### config.mk
export PLATFORM = sky130hd
export DESIGN_NAME = ginv32
export DESIGN_NICKNAME = d
export VERILOG_FILES = /design/src/rtl/ginv32.sv
export SDC_FILE = /design/constraint.sdc
export NUM_CORES = 1
export LEC_CHECK = 0
export ABC_AREA = 1
export CAP_MARGIN = 20
export CORE_UTILIZATION = 45
export CTS_CLUSTER_DIAMETER = 200
export DETAILED_ROUTE_END_ITERATION = 16
export GPL_ROUTABILITY_DRIVEN = 0
export PLACE_DENSITY = 0.67
export SKIP_LAST_GASP = 1
export SLEW_MARGIN = 20
export SYNTH_ARGS = -nofsm -noshare
export SYNTH_HDL_FRONTEND = slang
export SYNTH_SLANG_ARGS = --single-unit
### constraint.sdc
create_clock -name clk -period 6.6 [get_ports clk]
set_input_delay 0.99 -clock clk [delete_from_list [all_inputs] [get_ports clk]]
set_output_delay 0.99 -clock clk [all_outputs]
set_load 0.005 [all_outputs]
### src/rtl/ginv32.sv
// GF(2^32) multiplicative inverter using the binary extended Euclidean algorithm.
// Performs one reduction step per cycle and uses a req/rdy level handshake.
module ginv32 (
  input  logic        clk,
  input  logic        rst_n,
  input  logic        i_req,
  input  logic [31:0] i_a,
  input  logic [31:0] i_m,
  output logic [31:0] o_p,
  output logic        o_rdy,
  output logic        o_err
);

  typedef enum logic [1:0] {S_IDLE, S_RUN, S_DONE} state_t;

  state_t      r_state, w_state;
  logic [32:0] r_u, r_v, r_f, w_u, w_v, w_f;
  logic [31:0] r_g1, r_g2, w_g1, w_g2;
  logic [6:0]  r_step, w_step;
  logic [31:0] r_p, w_p;
  logic        r_err, w_err;
  logic        r_rdy;
  logic [32:0] w_uxv;
  logic [5:0]  w_du, w_dv;

  function automatic logic [5:0] deg33(input logic [32:0] x);
    logic [5:0] d;
    d = '0;
    for (int i = 0; i < 33; i++)
      if (x[i]) d = 6'(i);
    return d;
  endfunction

  // Divide g by x modulo f: add f first when g is odd so the shift is exact.
  function automatic logic [31:0] halve(input logic [31:0] g, input logic [32:0] f);
    logic [32:0] t;
    t = g[0] ? ({1'b0, g} ^ f) : {1'b0, g};
    return t[32:1];
  endfunction

  assign w_uxv = r_u ^ r_v;
  assign w_du  = deg33(r_u);
  assign w_dv  = deg33(r_v);

  always_comb begin
    w_state = r_state;
    w_u     = r_u;
    w_v     = r_v;
    w_f     = r_f;
    w_g1    = r_g1;
    w_g2    = r_g2;
    w_step  = r_step;
    w_p     = r_p;
    w_err   = r_err;
    case (r_state)
      S_IDLE: begin
        if (i_req) begin
          w_u     = {1'b0, i_a};
          w_v     = {1'b1, i_m};
          w_f     = {1'b1, i_m};
          w_g1    = 32'd1;
          w_g2    = 32'd0;
          w_step  = 7'd0;
          w_state = S_RUN;
        end
      end
      S_RUN: begin
        // Abort takes priority over any completion in the same cycle.
        if (!i_req) begin
          w_state = S_IDLE;
        end else if (r_u == 33'd1) begin
          w_p     = r_g1;
          w_err   = 1'b0;
          w_state = S_DONE;
        end else if (r_v == 33'd1) begin
          w_p     = r_g2;
          w_err   = 1'b0;
          w_state = S_DONE;
        end else if (r_u == 33'd0 || r_v == 33'd0 || r_step == 7'd64) begin
          w_p     = 32'd0;
          w_err   = 1'b1;
          w_state = S_DONE;
        end else begin
          w_step = r_step + 7'd1;
          if (!r_u[0]) begin
            w_u  = r_u >> 1;
            w_g1 = halve(r_g1, r_f);
          end else if (!r_v[0]) begin
            w_v  = r_v >> 1;
            w_g2 = halve(r_g2, r_f);
          end else if (w_du > w_dv) begin
            w_u  = w_uxv >> 1;
            w_g1 = halve(r_g1 ^ r_g2, r_f);
          end else begin
            w_v  = w_uxv >> 1;
            w_g2 = halve(r_g1 ^ r_g2, r_f);
          end
        end
      end
      S_DONE:  w_state = S_IDLE;
      default: w_state = S_IDLE;
    endcase
  end

  always_ff @(posedge clk or negedge rst_n) begin
    if (!rst_n) begin
      r_state <= S_IDLE;
      r_u     <= '0;
      r_v     <= '0;
      r_f     <= '0;
      r_g1    <= '0;
      r_g2    <= '0;
      r_step  <= '0;
      r_p     <= '0;
      r_err   <= 1'b0;
      r_rdy   <= 1'b0;
    end else begin
      r_state <= w_state;
      r_u     <= w_u;
      r_v     <= w_v;
      r_f     <= w_f;
      r_g1    <= w_g1;
      r_g2    <= w_g2;
      r_step  <= w_step;
      r_p     <= w_p;
      r_err   <= w_err;
      r_rdy   <= (r_state == S_DONE);
    end
  end

  assign o_p   = r_p;
  assign o_err = r_err;
  assign o_rdy = r_rdy;

endmodule
==> impl_metrics.ini, run 1 <==
[sta]
fmax_mhz = 221
period_share_pct = 68.5
fin_tns_setup_ns = 0
setup_violations = 0
maxSlewHeadroom_pct = 32.1
period_needed_ns = 4.52
rsz0062_at_grt = no
finClkSkew_ns = 0.0101
worst_pin_slew_ns = 1.01
drv_slew = 0
final-hold-violation-count = 0

[clock_tree]
root_buffer = clkbuf_16
numCtsBuffers = 24
clockBufferDepth = 3
cts_tree = done
cts.clk_slew.worst_paths_ns = 0.06
cts_setup_buffers = 0
holdBufCountCts = 0
clk_latency_ns = 0.53
cts_resized = 0
cts_sinks = 204
cts_htree_levels = 1

[status]
status = complete, no violations

[power]
switching_share_pct = 44.4
internal-power_mw = 3.69
static-leakage-power_nw = 6.51
seqPwrFrac_pct = 33.1
p_total_mw = 6.65
p_comb_share_pct = 45.5
p_clk_share_pct = 21.3
pwr_density_cell_mw_per_mm2 = 453
switchingPower_mw = 2.96
ir_drop_mv = 0.261

[worst_setup_path]
critPathLaunchType = register
rr_startpoint = r_u[2]
cp_data_required_time_ns = 7.05
crit_slowest_cell = inv_2
cp_max_fo = 51
path_class = register to register
r2r-end = r_u[31]
crit_top_cell = nand2_1
cp_slowest_stage_delay_ns = 0.63
r2r_slack_ns = 2.08
critical_path_arrival_ns = 4.97
end_kind = register
r2r.worst_path.cells = 40

[routing]
post_drt_wl_per_cell_um = 16.6
drtIter0Drc = 934
routed_wl_mm = 35.7
viasPerCell = 5.55
postRouteAntennaNets = 0
vias = 12000
firstDrtPassIters = 7
drc = 0

[die]
core_mm2 = 0.0278
num_io_pins = 101
fp.dieH_um = 170
die_w_um = 170
rows = 61
dieArea_mm2 = 0.0290
initial_core_util_pct = 45.8

[logic_synthesis]
synth_cells = 1726
syn_avg_cell_area_um2 = 7.37
yosys.cell_types.count = 43
synth_nets = 1800
syn-cell-area_mm2 = 0.0127
ys_seq_area_share_pct = 40.1
synthArstFlopShare_pct = 100
synthTopCellsByArea = dfrtp_1 (40%), nand2_1 (11%), o21ai_0 (11%), inv_1 (6.1%), o221ai_1 (4.2%)
netlist.area_leader.share_pct = 40.1
yosysMostFrequentCell = nand2_1
synth_edf_count = 0
synth_flop_cell = dfrtp_1
yosys-top-cells-count = nand2_1 (383), o21ai_0 (285), inv_1 (208)
synth-seq-cells = 204
synth_area_leader_cell = dfrtp_1
synth_warnings = 0

[hold_path]
hp-class = register to register
hp-start = o_p[4]
hold_end = o_p[4]
min_path_cells = 2

[finish]
fill_cells = 2709
num_antenna_cells = 0
nNetsFinal = 1833
syn_to_final_growth_pct = 15.4
drive_gt1_share_pct = 5.80

[placement]
dp_hpwl_mm = 23.0
portBuffers = 100

[global_route]
grt_pass1_vias = 11200
grt_overflow = 0
grt_max_degree = 124
grtUsageTotal_pct = 25.1
grt_pass1_wl_mm = 58.3
antenna_found_initial = 0

[run]
cap_violations = 0
-- how the worst max path moves through the flow --
stage / startpoint / endpoint / slack, ns / depth (start not counted)
2_1_floorplan: r_v[2] / r_g2[20] / 3.10 / 42
3_3_place_gp: r_u[2] / r_v[17] / 2.03 / 39
3_5_place_dp: r_u[2] / r_v[5] / 1.93 / 39
4_1_cts: r_u[2] / r_v[5] / 1.89 / 39
5_1_grt: r_u[2] / r_u[31] / 1.41 / 40
6_report: r_u[2] / r_u[31] / 2.08 / 40
-- critical path, delay by kind of cell, from the launching register on --
family	cells	cell delay [ns]
flip-flops	1	0.41
buffers and inverters	3	1.17
AO/OA/AOI/OAI	7	0.78
AND/OR/NAND/NOR	29	1.88
adder cells (fa/ha/maj)	1	0.18
-- logic make-up (layout without fill, tap and decap cells) --
logic type      count (synthesis)  in the layout  synth area share [%]
simple gates                  573            573                  18.4
compound gates                555            555                  26.2
buf+inv                       324            375                  10.2
flops                         204            204                  40.1
xor+xnor                       63             63                  4.34
fa+ha+maj                       7              7                 0.688
-- cell type report --
| cell class | count | area, µm² | area share (%) |
|---|---|---|---|
| inverter | 215 | 810 | 5.51 |
| clock buffer | 29 | 651 | 4.43 |
| clock inverter | 15 | 180 | 1.23 |
| timing repair buffer | 116 | 1140 | 7.74 |
| sequential | 204 | 5110 | 34.8 |
| tap | 378 | 473 | 3.22 |
| multi-input combinational | 1198 | 6330 | 43.1 |
-- cell usage in the layout (no fill, tap or decap), types with 3 or more instances in the layout --
| cell | synthesis | final |
|---|---|---|
| a21oi_1 | 86 | 86 |
| a221oi_1 | 13 | 13 |
| a31oi_1 | 15 | 15 |
| buf_4 | 1 | 14 |
| bufinv_16 | 0 | 4 |
| clkbuf_1 | 82 | 3 |
| clkbuf_16 | 0 | 25 |
| clkdlybuf4s50_1 | 0 | 99 |
| clkinv_1 | 2 | 3 |
| clkinv_2 | 0 | 9 |
| dfrtp_1 | 204 | 203 |
| ha_1 | 7 | 7 |
| inv_1 | 208 | 206 |
| inv_2 | 4 | 5 |
| nand2_1 | 383 | 382 |
| nand2_2 | 11 | 12 |
| nand3_1 | 32 | 32 |
| nand4_1 | 5 | 5 |
| nor2_1 | 109 | 109 |
| nor2_4 | 3 | 3 |
| nor3_1 | 21 | 21 |
| o2111ai_1 | 19 | 19 |
| o211ai_1 | 4 | 4 |
| o21ai_0 | 285 | 285 |
| o21ai_1 | 23 | 23 |
| o21ai_2 | 14 | 14 |
| o221ai_1 | 61 | 61 |
| o32ai_1 | 29 | 29 |
| xnor2_1 | 13 | 13 |
| xor2_1 | 50 | 50 |
-- state kept, by name (all words and copies together), names as in the netlist --
| signal | count |
|---|---|
| r_v | 33 |
| o_p | 32 |
| r_f | 32 |
| r_g1 | 32 |
| r_g2 | 32 |
| r_u | 32 |
| r_step | 7 |
| r_state | 2 |
| o_err | 1 |
| o_rdy | 1 |
-- power groups by stage --
stage | logic (mW) | clock network (mW) | registers (mW)
3_3_place_gp | 2.93 | 0 | 2.19
6_report | 3.03 | 1.42 | 2.20
2_1_floorplan | 2.25 | 0 | 2.08
4_1_cts | 3.01 | 1.44 | 2.19
5_1_grt | 3.44 | 1.48 | 2.27
3_5_place_dp | 2.99 | 0 | 2.21
-- metal layers --
| metal | GRT usage [%] | vias to the layer above | wire length, µm |
|---|---|---|---|
| li1 | - | 5902 | - |
| met1 | 35.8 | 5617 | 16800 |
| met2 | 39.8 | 376 | 16200 |
| met3 | 2.95 | 59 | 1940 |
| met4 | 7.95 | 0 | 801 |
| met5 | 0 | - | 0 |
-- metrics by stage --
step | instances | cell area [µm²] | utilization, % | hold slack (ns) | worst slack (ns)
after floorplan | 1726 | 12700 | - | 0.444 | 3.10
after global placement | 2110 | 13800 | 49.8 | 0.488 | 2.03
after detailed placement | 2110 | 13800 | 49.8 | 0.489 | 1.93
after CTS | 2154 | 14700 | 52.8 | 0.508 | 1.89
after global routing | 2155 | 14700 | 52.9 | 0.518 | 1.41
final | 2155 | 14700 | 52.9 | 0.505 | 2.08
(Power assumes the default switching activity.)
==> run 2, diff against run 1 <==
- PLACE_DENSITY: 0.67 -> 0.7
- clock period: 6.6 -> 4 ns (I/O delays scaled with it)
==> run 2 against run 1 <==
  * Worst setup slack lost 2.1 ns
  * Combinational power grew 90%
  * Wire length grew 10%
  * Cell count grew 2.2%
  * Die area is the same
  * Flip-flop and latch count is the same
  * Register-to-register slack lost 2.1 ns
  * First-iteration DRC count grew 43%
  * Final area grew 6.6%
  * Highest routed layer unchanged
==> impl_metrics.ini, run 2 (same netlist as run 1, synthesis figures left out) <==
[status]
status = complete, no violations

[worst_setup_path]
path_class = register to register
r2r_slack_ns = 0.009
critPathLaunchType = register
crit_top_cell = nand2_1
cp_slowest_stage_delay_ns = 0.42
critical_path_arrival_ns = 4.44
crit_slowest_cell = dfrtp_1
cp_data_required_time_ns = 4.45
r2r.worst_path.cells = 41
rr_startpoint = r_u[5]
end_kind = register
cp_max_fo = 8
r2r-end = r_f[9]
crit_start = r_u[5]

[power]
switchingPower_mw = 5.27
p_total_mw = 11.7
switching_share_pct = 45.1
internal-power_mw = 6.41
p_clk_share_pct = 19.2
static-leakage-power_nw = 6.92
pwr_density_cell_mw_per_mm2 = 746
p_comb_share_pct = 49.2
seqPwrFrac_pct = 31.6
ir_drop_mv = 0.297

[routing]
firstDrtPassIters = 6
post_drt_wl_per_cell_um = 17.9
drc = 0
drtIter0Drc = 1332
vias = 12700
viasPerCell = 5.76
postRouteAntennaNets = 0
routed_wl_mm = 39.4

[global_route]
grt_pass1_wl_mm = 59.2
met2_usage_pct = 41.1
busiest_layer = met2
grt_overflow = 0
grtUsageTotal_pct = 25.3
grtUsageMet1_pct = 34.9
antenna_found_initial = 0
grt_pass1_vias = 11500
grt_max_degree = 101
gr-usage-met3_pct = 4.00

[die]
dieArea_mm2 = 0.0290
core_mm2 = 0.0278
fp.dieH_um = 170
die_w_um = 170
num_io_pins = 101
initial_core_util_pct = 45.8
rows = 61

[placement]
portBuffers = 100
placed_area_mm2 = 0.0141
dp_hpwl_mm = 24.0

[clock_tree]
cts.clk_slew.worst_paths_ns = 0.06
root_buffer = clkbuf_16
numCtsBuffers = 24
cts_tree = done
holdBufCountCts = 0
cts_sinks = 204
cts_htree_levels = 1
clockBufferDepth = 3
clk_latency_ns = 0.52

[sta]
fin_tns_setup_ns = 0
finClkSkew_ns = 0.00828
drv_slew = 0
final-hold-violation-count = 0
setup_violations = 0
period_needed_ns = 3.99
period_share_pct = 99.8
maxSlewHeadroom_pct = 34.9
worst_pin_slew_ns = 0.977
fmax_mhz = 251
rsz0062_at_grt = yes

[finish]
regMostFlops = r_v
regArea_mm2 = 0.00511
nNetsFinal = 1881
fill_cells = 2566
layout_commonest_cell = nand2_1
drive_gt1_share_pct = 11.1
syn_to_final_growth_pct = 23.0
finish.instance_area_mm2 = 0.0157
largest_register_ffs = 33
final_cell_mix = nand2_1 (375), o21ai_0 (242), inv_1 (203), dfrtp_1 (203), nor2_1 (109)
multi_input_area_mm2 = 0.00658
num_antenna_cells = 0

[run]
cap_violations = 0

[hold_path]
hp-class = input port to async pin
-- run 2: changes by cell type in the layout (fill, tap and decap cells not counted), moves of 11 or more --
cell / before / now
clkbuf_16: 25 / 36
o221ai_1: 61 / 31
o21ai_1: 23 / 63
o21ai_0: 285 / 242
buf_4: 14 / 36
o221ai_2: 0 / 30
-- run 2: worst max-delay path: cells and delay by family, from the launching register on --
| family | cells | cell delay [ns] |
|---|---|---|
| adder cells (fa/ha/maj) | 1 | 0.17 |
| AND/OR/NAND/NOR | 31 | 2.05 |
| flip-flops | 1 | 0.42 |
| AO/OA/AOI/OAI | 5 | 0.73 |
| buffers and inverters | 4 | 0.51 |
-- run 2: layer usage --
| layer | routed length, µm | part of all wire, % | up-vias |
|---|---|---|---|
| li1 | - | - | 5998 |
| met1 | 17000 | 43 | 6040 |
| met2 | 18600 | 47 | 567 |
| met3 | 2860 | 7.3 | 74 |
| met4 | 908 | 2.3 | 0 |
| met5 | 0 | 0 | - |
-- run 2: layout make-up --
cell class                 instances  area share, %
multi-input combinational       1198           42.0
sequential                       204           32.6
timing repair buffer             164           11.9
inverter                         215           5.30
clock buffer                      35           4.68
tap                              378           3.02
clock inverter                     9          0.471
-- run 2: what timing repair did --
item	CTS	global route
pin swaps	2	40
endpoints found under the setup margin	77	164
gates resized for setup	2	112
setup buffers	4	7
cloned	1	15
-- run 2: power by group through the flow --
stage          clock (mW)  sequential [mW]  combinational, mW
2_1_floorplan           0             3.43               3.71
3_3_place_gp            0             3.65               4.96
3_5_place_dp            0             3.67               5.10
4_1_cts              2.27             3.65               5.16
5_1_grt              2.35             3.79               6.38
6_report             2.24             3.69               5.75
-- run 2: worst max-delay path by stage --
stage,cells past startpoint,slack (ns),end
after floorplan,42,0.50,r_g2[20]
after global placement,41,-0.03,r_step[5]
after detailed placement,41,-0.07,r_step[5]
after CTS,40,0.01,r_v[22]
after global routing,39,-0.40,r_v[18]
final,41,0.009,r_f[9]
-- run 2: metrics by stage --
step / worst slack (ns) / utilization [%] / hold WS [ns] / std cells
2_1_floorplan: 0.498 / - / 0.304 / 1726
3_3_place_gp: -0.0343 / 50.7 / 0.489 / 2132
3_5_place_dp: -0.0726 / 50.7 / 0.493 / 2132
4_1_cts: 0.0120 / 53.9 / 0.217 / 2181
5_1_grt: -0.396 / 56.4 / 0.234 / 2203
6_report: 0.00903 / 56.4 / 0.178 / 2203
==> run 3, diff against run 2 <==
- REMOVE_ABC_BUFFERS: unset -> 1
==> run 3 against run 2 <==
  * Clock skew up 0.011 ns
  * Maximum frequency down 2.2%
  * Sequential share of layout area up 0.24 points
  * Worst setup slack worse by 0.090 ns
  * Critical path depth up 3
  * Sequential power down 2%
  * Global-route usage up 2.1 points
  * Total power down 1.6%
  * Core utilization down 0.41 points
  * Combinational power about the same
  * Hold slack better by 0.0067 ns
  * Largest cell class unchanged
  * Cell count up 0.23%
  * The flow now finishes with violations (negative setup slack)
==> impl_metrics.ini, run 3 (same netlist as run 1, synthesis figures left out) <==
[die]
fp.dieH_um = 170
initial_core_util_pct = 45.8
rows = 61
die_w_um = 170
dieArea_mm2 = 0.0290
core_mm2 = 0.0278
num_io_pins = 101

[routing]
post_drt_wl_per_cell_um = 18.8
postRouteAntennaNets = 0
drtIter0Drc = 1279
firstDrtPassIters = 8
drc = 0
vias = 12800
viasPerCell = 5.81
routed_wl_mm = 41.4

[global_route]
grt_max_degree = 103
grtUsageTotal_pct = 27.4
grt_pass1_vias = 12100
grt_overflow = 0
antenna_found_initial = 0
grt_pass1_wl_mm = 63.3

[power]
switching_share_pct = 45.0
static-leakage-power_nw = 6.91
switchingPower_mw = 5.17
p_clk_share_pct = 18.5
p_total_mw = 11.5
internal-power_mw = 6.32
pwr_density_cell_mw_per_mm2 = 739
p_comb_share_pct = 50.1
ir_drop_mv = 0.285
seqPwrFrac_pct = 31.4

[clock_tree]
cts_tree = done
cts_htree_levels = 1
cts_sinks = 204
cts.clk_slew.worst_paths_ns = 0.06
clockBufferDepth = 3
numCtsBuffers = 24
holdBufCountCts = 0
clk_latency_ns = 0.52
root_buffer = clkbuf_16

[sta]
worst_pin_slew_ns = 0.984
maxSlewHeadroom_pct = 34.4
rsz0062_at_grt = yes
worst_slack_ns = -0.0813
setup_violations = 131
period_share_pct = 102
final-hold-violation-count = 0
fmax_mhz = 245
finClkSkew_ns = 0.0197
period_needed_ns = 4.08
drv_slew = 0

[worst_setup_path]
critPathLaunchType = register
crit_slowest_cell = dfrtp_1
path_class = register to register
critical_path_arrival_ns = 4.51
rr_startpoint = r_v[2]
end_kind = register
crit_start = r_v[2]
crit_top_cell = nand2_1
cp_data_required_time_ns = 4.43
cp_slowest_stage_delay_ns = 0.40
cp_max_fo = 13

[finish]
layout_commonest_cell = nand2_1
regMostFlops = r_v
drive_gt1_share_pct = 9.02
num_antenna_cells = 0
fill_cells = 2597
syn_to_final_growth_pct = 22.1
finish.instance_area_mm2 = 0.0155
final_cell_mix = nand2_1 (380), o21ai_0 (270), inv_1 (204)
largest_register_ffs = 33
nNetsFinal = 1889

[status]
failed_checks = negative setup slack
status = finished with violations

[placement]
placed_area_mm2 = 0.0142
portBuffers = 100
place_ws_ns = -0.0514
dp_hpwl_mm = 24.6

[run]
cap_violations = 0

[hold_path]
hp-class = input port to async pin
-- run 3: worst paths after layout --
| check | to | slack (ns) | cells after the start |
|---|---|---|---|
| hold reg to reg | o_p[29] | 0.50 | 2 |
| setup reg to reg | r_v[7] | -0.08 | 44 |
| max in group asynchronous | o_p[21] | 2.91 | 2 |
| setup / recovery | r_v[7] | -0.08 | 44 |
| min in group clk | o_p[29] | 0.50 | 2 |
| hold / removal | r_g1[4] | 0.18 | 1 |
-- run 3: metrics by stage --
step	std cells	utilization [%]	hold WS [ns]	TNS, ns
final	2208	56.0	0.185	-4.11
after global routing	2208	56.0	0.233	-72.26
after CTS	2186	54.3	0.228	-0.0163
after detailed placement	2140	51.0	0.485	-1.23
after global placement	2140	51.0	0.486	0
after floorplan	1617	-	0.304	-130.80
-- run 3: routing by layer --
metal	GRT usage, %	share of wire (%)	up-vias
met5	0	0	-
met4	10.8	2.5	0
met3	3.67	8.3	88
met2	44.3	47	559
met1	37.2	42	6159
li1	-	-	6013
-- run 3: critical path, delay by kind of cell, from the launching register on --
family	cells	cell delay, ns
adder cells (fa/ha/maj)	1	0.17
buffers and inverters	4	0.49
flip-flops	1	0.40
AO/OA/AOI/OAI	5	0.86
AND/OR/NAND/NOR	34	2.05
-- run 3: repair_timing --
item	in CTS	in global routing
pin swaps	3	7
gates cloned	2	15
setup endpoints to repair	102	165
gates resized for setup	11	45
setup buffers	3	7
-- run 3: cell type report --
cell class	instances	area [µm²]	area share, %
well taps	378	473	3.04
inverters	215	825	5.30
repair buffers	172	2010	12.9
clock inverters	3	15.0	0.0966
multi-input cells	1198	6380	41.1
clock buffers	38	734	4.72
flip-flops and latches	204	5110	32.8
-- run 3: power groups by stage --
stage | Sequential [mW] | Clock, mW | Combinational, mW
after floorplan | 3.58 | 0 | 3.41
after CTS | 3.57 | 2.15 | 5.38
after global placement | 3.56 | 0 | 5.08
final | 3.61 | 2.12 | 5.76
after detailed placement | 3.59 | 0 | 5.23
after global routing | 3.70 | 2.23 | 6.39
